[config.mk]
export PLATFORM = sky130hd
export DESIGN_NAME = image_mem_arbiter
export DESIGN_NICKNAME = d
export VERILOG_FILES = /design/src/rtl/image_mem_arbiter.sv
export SDC_FILE = /design/constraint.sdc
export NUM_CORES = 1
export LEC_CHECK = 0
export CAP_MARGIN = 0
export CORE_MARGIN = 4
export CORE_UTILIZATION = 34
export CTS_CLUSTER_DIAMETER = 30
export DETAILED_ROUTE_END_ITERATION = 16
export GPL_ROUTABILITY_DRIVEN = 0
export PLACE_DENSITY = 0.84
export SLEW_MARGIN = 20
export SYNTH_ARGS = -nofsm -noshare
export SYNTH_HDL_FRONTEND = slang
export SYNTH_SLANG_ARGS = --single-unit
[constraint.sdc]
create_clock -name clk -period 4.63 [get_ports clk]
set_clock_uncertainty 0.15 [all_clocks]
set_input_delay 0.6945 -clock clk [delete_from_list [all_inputs] [get_ports clk]]
set_output_delay 0.6945 -clock clk [all_outputs]
set_load 0.02 [all_outputs]
[src/rtl/image_mem_arbiter.sv]
// ---------------------------------------------------------------------------
// image_mem_arbiter
//
// Shares one synchronous-read image memory between the processor data port
// and the VGA scan-out reader. VGA has priority. A starvation counter forces
// a CPU grant after STARVE_LIMIT consecutive VGA wins against a waiting CPU.
// At most one memory access is issued per cycle, and the read data is routed
// back one cycle later using a registered response tag.
//
// Ports
//   clk, rst            clock, asynchronous active-high reset
//   cpu_re / cpu_we     processor read / write request (level, held to done)
//   cpu_addr            processor address, low AW bits used
//   cpu_wdata           processor store data, low DW bits written
//   cpu_rdata           last CPU read word, zero-extended
//   cpu_stall           CPU request pending and not completing this cycle
//   cpu_done            one-cycle completion pulse
//   vga_req / vga_addr  VGA read request and address
//   vga_ack             VGA request issued this cycle
//   vga_rvalid          vga_rdata valid (one cycle after vga_ack)
//   vga_rdata           VGA read data, holds last value
//   mem_*               image memory port (mem_rdata valid cycle after issue)
//   dbg_cstate          current CPU sequencer state, for checkers
//
// VGA handshake: a word is transferred on every cycle where vga_req and
// vga_ack are both high; the requester may change vga_addr after each ack.
// Its data appears on vga_rdata with vga_rvalid exactly one cycle later.
// ---------------------------------------------------------------------------
module image_mem_arbiter #(
    parameter int STARVE_LIMIT = 4,
    parameter int AW           = 15,
    parameter int DW           = 16
) (
    input  logic          clk,
    input  logic          rst,
    input  logic          cpu_re,
    input  logic          cpu_we,
    input  logic [31:0]   cpu_addr,
    input  logic [31:0]   cpu_wdata,
    output logic [31:0]   cpu_rdata,
    output logic          cpu_stall,
    output logic          cpu_done,
    input  logic          vga_req,
    input  logic [AW-1:0] vga_addr,
    output logic          vga_ack,
    output logic          vga_rvalid,
    output logic [DW-1:0] vga_rdata,
    output logic          mem_en,
    output logic          mem_we,
    output logic          mem_re,
    output logic [AW-1:0] mem_addr,
    output logic [DW-1:0] mem_wdata,
    input  logic [DW-1:0] mem_rdata,
    output logic [1:0]    dbg_cstate
);

    localparam int            SW  = $clog2(STARVE_LIMIT + 1);
    localparam logic [SW-1:0] LIM = SW'(STARVE_LIMIT);

    typedef enum logic [1:0] {
        C_IDLE = 2'd0,
        C_RD   = 2'd1,
        C_DONE = 2'd2
    } cstate_t;

    typedef enum logic [1:0] {
        R_NONE = 2'd0,
        R_VGA  = 2'd1,
        R_CPU  = 2'd2
    } owner_t;

    cstate_t       r_cstate;
    cstate_t       w_cstate_nxt;
    owner_t        r_resp_owner;
    logic [SW-1:0] r_starve_cnt;
    logic [31:0]   r_cpu_rdata;
    logic [DW-1:0] r_vga_rdata;
    logic          r_wr_done;

    logic w_cpu_req;
    logic w_cpu_pend;
    logic w_starved;
    logic w_vga_grant;
    logic w_cpu_grant;
    logic w_cpu_wr;
    logic w_cpu_rd;

    // Upper address/data bits are ignored on purpose (addresses alias).
    logic w_unused;
    assign w_unused = ^{cpu_addr[31:AW], cpu_wdata[31:DW]};

    // The request is masked in C_DONE so the processor can retire. While the
    // sequencer is busy in C_RD the request is visible (for cpu_stall) but
    // must not be granted or counted again, hence the separate pend term.
    assign w_cpu_req   = (cpu_re | cpu_we) & (r_cstate != C_DONE);
    assign w_cpu_pend  = w_cpu_req & (r_cstate == C_IDLE);
    assign w_starved   = w_cpu_pend & (r_starve_cnt == LIM);

    // Grants are suppressed while rst is held so every strobe reads 0.
    assign w_vga_grant = ~rst & vga_req & ~w_starved;
    assign w_cpu_grant = ~rst & ~w_vga_grant & w_cpu_pend;
    assign w_cpu_wr    = w_cpu_grant & cpu_we;
    assign w_cpu_rd    = w_cpu_grant & ~cpu_we;

    // State register and data/tag registers.
    always_ff @(posedge clk or posedge rst) begin
        if (rst) begin
            r_cstate     <= C_IDLE;
            r_resp_owner <= R_NONE;
            r_starve_cnt <= '0;
            r_cpu_rdata  <= '0;
            r_vga_rdata  <= '0;
            r_wr_done    <= 1'b0;
        end else begin
            r_cstate  <= w_cstate_nxt;
            r_wr_done <= w_cpu_wr;

            if (w_vga_grant) begin
                r_resp_owner <= R_VGA;
            end else if (w_cpu_rd) begin
                r_resp_owner <= R_CPU;
            end else begin
                r_resp_owner <= R_NONE;
            end

            // Counts VGA wins against a waiting CPU; any other cycle clears.
            if (w_vga_grant & w_cpu_pend) begin
                if (r_starve_cnt != LIM) begin
                    r_starve_cnt <= r_starve_cnt + SW'(1);
                end
            end else begin
                r_starve_cnt <= '0;
            end

            if (r_cstate == C_RD) begin
                r_cpu_rdata <= 32'(mem_rdata);
            end
            if (r_resp_owner == R_VGA) begin
                r_vga_rdata <= mem_rdata;
            end
        end
    end

    // Next-state and output logic.
    always_comb begin
        w_cstate_nxt = r_cstate;
        mem_en       = 1'b0;
        mem_we       = 1'b0;
        mem_re       = 1'b0;
        mem_addr     = '0;
        mem_wdata    = '0;
        vga_ack      = 1'b0;
        cpu_done     = 1'b0;
        cpu_stall    = 1'b0;
        cpu_rdata    = r_cpu_rdata;
        vga_rdata    = r_vga_rdata;
        vga_rvalid   = 1'b0;

        unique case (r_cstate)
            C_IDLE: begin
                if (w_cpu_wr) begin
                    w_cstate_nxt = C_DONE;
                end else if (w_cpu_rd) begin
                    w_cstate_nxt = C_RD;
                end
            end
            C_RD:    w_cstate_nxt = C_DONE;
            C_DONE:  w_cstate_nxt = C_IDLE;
            default: w_cstate_nxt = C_IDLE;
        endcase

        // Issue stage.
        mem_en  = w_vga_grant | w_cpu_grant;
        mem_we  = w_cpu_wr;
        mem_re  = w_vga_grant | w_cpu_rd;
        vga_ack = w_vga_grant;
        if (w_vga_grant) begin
            mem_addr = vga_addr;
        end else if (w_cpu_grant) begin
            mem_addr = cpu_addr[AW-1:0];
        end
        if (w_cpu_wr) begin
            mem_wdata = cpu_wdata[DW-1:0];
        end

        // Response stage: the write done pulse lands in C_DONE, the read
        // done pulse in C_RD together with the fresh memory word.
        cpu_done = (r_cstate == C_RD) | r_wr_done;
        if (r_cstate == C_RD) begin
            cpu_rdata = 32'(mem_rdata);
        end
        if (r_resp_owner == R_VGA) begin
            vga_rvalid = 1'b1;
            vga_rdata  = mem_rdata;
        end

        cpu_stall = w_cpu_req & ~cpu_done;
    end

    assign dbg_cstate = r_cstate;

endmodule

== Word-level counts from Yosys, hierarchy flattened ==
Cells that the tools add are included.

* Register bits: 56
* Input bits: 100
* Output and inout bits: 88
* Logic and storage cells: 48

* Add/sub/neg operators: 1
* Equal/unequal tests: 7
* Multiplexer cells: 13
* Bitwise logic cells: 20
* Reductions and logical operators: 1

{| class="wikitable"
|+ Operator list
! operator !! number
|-
| $mux 16 || 2
|-
| $mux 32 || 1
|-
| $mux 15 || 2
|-
| $and 1x1->1 || 11
|-
| $mux 2 || 4
|-
| $mux 3 || 2
|-
| $ne 3x3->1 const B || 2
|-
| $not 1->1 || 5
|-
| $eq 2x1->1 const B || 2
|-
| $or 1x1->1 || 4
|-
| $pmux 2 s2 || 1
|-
| $add 3x1->3 const B || 1
|-
| $eq 3x3->1 const B || 1
|-
| $logic_not 2->1 || 1
|-
| $ne 2x1->1 const B || 1
|-
| $ne 2x2->1 const B || 1
|-
| $mux 1 || 1
|}

== Logic depth before layout (Yosys ltp) ==
Gate-level depths: netlist of the first run.

* Word-level depth: 13
* Mapped depth: 7

== Worst setup path before layout of the first run ==
OpenSTA, ideal clock, no wires.

* Path kind: input port to output port
* Start point: input port rst
* End point: output port mem_addr[0]
* Data arrival time: 3.352 ns
* Required time: 3.786 ns
* Slack: 0.433 ns
* Cell stages on the path: 4
* Buffers on the path: 2
* Path through: clkbuf_1 -> clkinv_1 -> clkbuf_1 -> a32o_1

* Word-level cells in the longest chain between the ends: 8

{| class="wikitable"
|+ RTL lines
! what !! line !! RTL
|-
| start, declared || 35 || <nowiki>input logic rst,</nowiki>
|-
| $not 1->1 (*) || 100, 101 ||
|-
| $and 1x1->1 (2 in series) || 100 || <nowiki>assign w_vga_grant = ~rst & vga_req & ~w_starved;</nowiki>
|-
| $not 1->1 || 101 || <nowiki>assign w_cpu_grant = ~rst & ~w_vga_grant & w_cpu_pend;</nowiki>
|-
| $and 1x1->1 (2 in series) || 101 ||
|-
| $mux 15 || 179 || <nowiki>end else if (w_cpu_grant) begin</nowiki>
|-
| $mux 15 (*) || 177 || <nowiki>if (w_vga_grant) begin</nowiki>
|-
| end, declared || 51 || <nowiki>output logic [AW-1:0] mem_addr,</nowiki>
|}

Every way passes the cells marked *; elsewhere a longest branch is shown, timed or not.

== Final worst setup path of the first run ==
* Start point: input port rst
* End point: output port mem_addr[4]

The elaborated chain is that of the path after synthesis.

==> run_results.csv, run 1 <==
group,metric,value,unit
critical_path,slowest_stage,"nor2b_1",
clock_tree,cts.sinks,56,
placement,dp_hpwl,5.526,mm
synth,netlist_top_cells_area,"dfrtp_1, mux2_2, and2_1",
route,viasPerCell,4.646,
synth,synth_common_cells,"dfrtp_1, and2_1, mux2_2, a32o_1, clkbuf_1",
critical_path,cp_common_cell,"clkdlybuf4s50_1",
route,firstDrtPassIters,4,
pwr,p_switching,395.0,uW
synth,synthesis.area,2522,sq um
synth,yosysUniqueCellTypes,27,
synth,ys_seq_area_share,55.56,%
clock_tree,numCtsBuffers,5,
synth,ys_ff_latch,56,
global_routing,grt_pass1_vias,2239,
timing,rsz0062_at_grt,"false",
synth,synthesis.nets,305,
clock_tree,cts-root-buf,"clkbuf_8",
clock_tree,post_cts_buffers,0,
global_routing,grt_first_pass_wirelength,11.12,mm
global_routing,overflow,0,
timing,worst_pin_slew,0.8836,ns
synth,synthCells,203,
critical_path,arrival,3.00,ns
synth,async_reset_ff_share,100.0,%
synth,synth-edff-count,0,
pwr,pwr-share-comb,36.5,%
timing,tns,0,ns
layout,antenna_cells,0,
route,wire_per_inst,15.52,um
timing,slew_viol_final,0,
critical_path,cp-start-kind,"input port",
global_routing,track_usage,16.04,%
critical_path,path_max_fanout,16,
route,vias,2100,
status,status,"finished, final reports clean",
die,die_h,94.13,um
route,ant_nets,0,
flow_run,cap_violations,0,
placement,dp_cells,444,
clock_tree,cts_tree,"done",
die,fp.dieW,94.13,um
timing,hold_viol,0,
pwr,p_seq_share,43.4,%
die,num_io_pins,188,
placement,dpl_cell_area,4134,sq um
synth,syn_area_per_cell,12.43,sq um
clock_tree,clk_path_buf_depth,2,
timing,fmax,259.8,MHz
critical_path,worst_setup_path_end_kind,"primary output",
die,die_area,8860,sq um
clock_tree,holdBufCountCts,0,
timing,finalCritPeriodShare,83.13,%
critical_path,critPathMaxStageDelay,0.73,ns
pwr,power_frac_clock,20.1,%
die,rows,31,
die,core_area,7214,sq um
synth,synth_top_area_share,55.56,%
synth,synth_ff_type,"dfrtp_1",
pwr,p_sw_share,30.15,%
layout,final_cells,452,
global_routing,antenna_found_initial,0,
global_routing,grt_max_degree,51,
clock_tree,insertion_delay,0.30,ns
layout,drive_gt1_share,13.03,%
min_path,hold_class,"register to register",
pwr,power_density,310.1,nW/um^2
critical_path,critical_path_class,"input port to primary output",
timing,period_minus_slack,3.849,ns
synth,synth_most_common_cell,"dfrtp_1",
timing,maxSlewHeadroom,41.09,%
route,remaining_drc_errors,0,
pwr,vdd_drop_max,0.1452,mV
layout,layout.nets,454,
critical_path,required,3.79,ns
critical_path,path_cells,"clkdlybuf4s50_1 -> nor2b_1 -> and2_1 -> a32o_1 -> clkdlybuf4s50_1",
pwr,p_leak,0.001755,uW
route,wl,7.016,mm
clock_tree,clk_pin_slew,0.10,ns
synth,yosys_warnings,0,
layout,fin_area,4225,sq um
layout,syn_to_final_growth,67.51,%
die,floorplan.initialDensity,34.96,%
clock_tree,htreeDepth,2,
clock_tree,cts_resized,0,
pwr,p_int,915.1,uW
placement,port_buffers,154,
timing,setup_violations,0,
synth,yosys.area.top_type,"dfrtp_1",
route,drt_iter0_markers,31,
timing,whs,0.3355,ns
[cell type report]
class,count,area [sq um]
sequential,56,1401
multi-input combinational,126,1022
timing repair buffer,157,1564
clock inverter,3,22.52
clock buffer,5,68.82
inverter,6,22.52
tap,99,123.9
fill,631,2989
[logic make-up after synthesis]
kind of cell	after synthesis	share of synthesized area, %
AND/OR/NAND/NOR	71	17.56
adder cells (fa/ha/maj)	2	0.9919
buffers and inverters	21	3.918
flip-flops	56	55.56
AO/OA/AOI/OAI	20	7.292
multiplexers	33	14.68
[sequential cells by signal, indices dropped and copies added (netlist names)]
name,flops
r_cpu_rdata,32
dbg_cstate,2
r_resp_owner,2
r_starve_cnt,3
r_vga_rdata,16
r_wr_done,1
[power groups by stage]
| stage | Sequential (uW) | Combinational [uW] | Clock [uW] |
|---|---|---|---|
| floorplan | 575 | 240 | 0 |
| global placement | 575 | 475 | 0 |
| detailed placement | 580 | 484 | 0 |
| CTS | 570 | 486 | 276 |
| global route | 576 | 507 | 294 |
| finish | 569 | 478 | 263 |
[stage by stage]
stage | setup slack, ns | utilization [%] | total power, uW
floorplan | 0.4330 | - | 814.3
global placement | 0.8564 | 57.30 | 1050
detailed placement | 0.7603 | 57.30 | 1064
CTS | 0.7534 | 58.57 | 1331
global route | 0.5775 | 58.57 | 1377
finish | 0.7809 | 58.57 | 1310
[critical path: cells and delay by family]
| family | cells | cell delay (ns) |
|---|---|---|
| AO/OA/AOI/OAI | 1 | 0.14 |
| buffers and inverters | 2 | 1.19 |
| AND/OR/NAND/NOR | 2 | 0.97 |
[per-layer routing]
| metal | vias up | global-route usage (%) | wire, um | share of wire [%] |
|---|---|---|---|---|
| met5 | - | 0 | 0 | 0 |
| met4 | 0 | 3.490 | 59 | 0.84 |
| met3 | 6 | 5.609 | 649 | 9.3 |
| met2 | 98 | 29.63 | 3737 | 53 |
| met1 | 1002 | 17.55 | 2569 | 37 |
| li1 | 994 | - | - | - |
[path summary, 6_finish.rpt]
path / start / endpoint / slack [ns] / cells past startpoint
max: rst / mem_addr[4] / 0.78 / 5
min: r_cpu_rdata[17] / r_cpu_rdata[17] / 0.34 / 1
max reg2reg: r_starve_cnt[0] / r_wr_done / 2.84 / 4
min reg2reg: r_cpu_rdata[17] / r_cpu_rdata[17] / 0.34 / 1
max in group asynchronous: rst / r_vga_rdata[5] / 2.60 / 3
min in group asynchronous: rst / r_cpu_rdata[26] / 0.80 / 2
[cells in the final DEF, fill, tap and decap left out, types with 2 or more instances in the layout]
master,synthesis,layout
nand2b_1,3,3
and2_1,47,47
clkdlybuf4s50_1,0,154
dfrtp_1,56,56
or2_1,2,2
inv_1,5,5
nand2_1,4,4
a32o_1,15,15
nor2_1,4,4
ha_1,2,2
clkbuf_8,0,5
mux2_2,32,32
nor4_1,2,2
a21oi_1,2,2
buf_4,0,3
nor3_1,3,3
Power figures use the tool's default switching activity.
==> run 2: changes to the inputs <==
Settings changed: CORE_UTILIZATION 34 to 31, PLACE_DENSITY 0.84 to 0.81.
Clock period 4.63 ns to 3.22 ns, I/O delays scaled along.
==> run 2 against run 1 <==
Effect of this change:
- via count up 2.7%
- non-clock buffer count rose by 9
- cell count rose by 2.7%
==> run_results.csv, run 2 (synthesized netlist as in run 1, its figures left out) <==
group,metric,value,unit
placement,dp_cells,454,
critical_path,critical_path_class,"input port to primary output",
route,ant_nets,0,
pwr,power_density,437.5,nW/um^2
critical_path,path_cells,"clkdlybuf4s50_1 -> a21boi_2 -> nor4b_4 -> buf_12 -> and2_1 -> clkdlybuf4s50_1",
die,rows,32,
critical_path,required,2.59,ns
timing,maxSlewHeadroom,73.06,%
die,core_area,7807,sq um
clock_tree,htreeDepth,2,
layout,largestRegisters,"r_cpu_rdata: 32 flops, r_vga_rdata: 16 flops, r_starve_cnt: 3 flops",
layout,regMostFlops,"r_cpu_rdata",
critical_path,slowest_stage,"clkdlybuf4s50_1",
critical_path,path_max_fanout,18,
layout,fillCellCount,674,
global_routing,antenna_found_initial,0,
pwr,p_leak,0.001816,uW
critical_path,cp_common_cell,"clkdlybuf4s50_1",
placement,dp_hpwl,5.519,mm
global_routing,overflow,0,
status,status,"finished, final reports clean",
route,vias,2156,
global_routing,grt_pass1_vias,2393,
die,num_io_pins,188,
route,viasPerCell,4.647,
layout,mostFrequentLayoutCell,"clkdlybuf4s50_1",
timing,finalCritPeriodShare,95.28,%
clock_tree,clk_pin_slew,0.09,ns
global_routing,track_usage,14.54,%
route,remaining_drc_errors,0,
placement,port_buffers,154,
layout,final_cells,464,
layout,antenna_cells,0,
pwr,vdd_drop_max,0.1680,mV
clock_tree,cts-root-buf,"clkbuf_8",
timing,slew_viol_final,0,
route,wl,7.060,mm
critical_path,crit_buf_inv,3,
critical_path,cp-start-kind,"input port",
die,fp.dieW,98.21,um
flow_run,cap_violations,0,
clock_tree,holdBufCountCts,0,
clock_tree,numCtsBuffers,5,
timing,tns,0,ns
clock_tree,cts_tree,"done",
timing,whs,0.3354,ns
route,firstDrtPassIters,4,
layout,drive_gt1_share,15.75,%
clock_tree,insertion_delay,0.30,ns
layout,syn_to_final_growth,72.42,%
clock_tree,clk_path_buf_depth,2,
critical_path,arrival,2.44,ns
global_routing,grt_max_degree,33,
timing,worst_pin_slew,0.4041,ns
critical_path,worst_setup_path_end_kind,"primary output",
die,die_h,98.21,um
critical_path,crit_family,"buffers and inverters",
layout,final_cell_mix,"clkdlybuf4s50_1, dfrtp_1, and2_1",
min_path,hold_class,"register to register",
layout,largest_reg_flops,32,
timing,setup_violations,0,
global_routing,grt_first_pass_wirelength,11.63,mm
timing,hold_viol,0,
die,floorplan.initialDensity,32.31,%
route,wire_per_inst,15.22,um
timing,period_minus_slack,3.068,ns
timing,fmax,325.9,MHz
critical_path,critPathMaxStageDelay,0.63,ns
clock_tree,cts.sinks,56,
layout,multi_input_area,1037,sq um
die,die_area,9644,sq um
layout,register_area,1401,sq um
layout,layout.nets,463,
route,drt_iter0_markers,18,
## run 2: metrics by stage
stage / total power (uW) / area [sq um] / util, % / worst slack (ns)
3_5_place_dp: 1534 / 4203 / 53.83 / -0.1389
4_1_cts: 1930 / 4320 / 55.34 / 0.02172
2_1_floorplan: 1171 / 2524 / - / 0.3190
3_3_place_gp: 1517 / 4203 / 53.83 / -0.1190
5_1_grt: 2008 / 4349 / 55.71 / -0.001922
6_report: 1903 / 4349 / 55.71 / 0.1518
## run 2: worst register-to-register path: cells and delay by family (launching register included)
family | cells | cell delay (ns)
flip-flops | 1 | 0.44
AND/OR/NAND/NOR | 3 | 0.96
## run 2: layer usage
| layer | vias up | part of all wire (%) | track usage (%) |
|---|---|---|---|
| met4 | 0 | 1.3 | 3.571 |
| met2 | 98 | 51 | 26.49 |
| li1 | 1015 | - | - |
| met3 | 7 | 8.3 | 4.429 |
| met5 | - | 0 | 0 |
| met1 | 1036 | 39 | 16.62 |
## run 2: cell type report
cell class              instances  area share, %
repair buffers                166          38.38
flip-flops and latches         56          32.22
multi-input cells             126          23.85
well taps                     102          2.934
clock buffers                   5          1.582
clock inverters                 3         0.5178
inverters                       6         0.5178
## run 2: path summary, 6_finish.rpt
path	endpoint	startpoint	cells after the start	slack [ns]
max	mem_wdata[15]	vga_req	6	0.15
min	r_cpu_rdata[23]	r_cpu_rdata[23]	1	0.34
max reg2reg	r_resp_owner[1]	dbg_cstate[1]	3	1.57
min reg2reg	r_cpu_rdata[23]	r_cpu_rdata[23]	1	0.34
max in group asynchronous	r_resp_owner[1]	rst	5	1.73
min in group asynchronous	r_vga_rdata[7]	rst	5	0.86
## run 2: what timing repair did
action,in CTS,in global routing
setup buffers,1,1
endpoints found under the setup margin,31,31
endpoints found under the hold margin,0,0
gates cloned,0,0
pin swaps,1,1
resized for setup,1,2
## run 2: where the power goes
part | switching, uW | internal [uW]
Clock | 227 | 156
Combinational | 324 | 377
Sequential | 23.5 | 796
Total | 574 | 1330
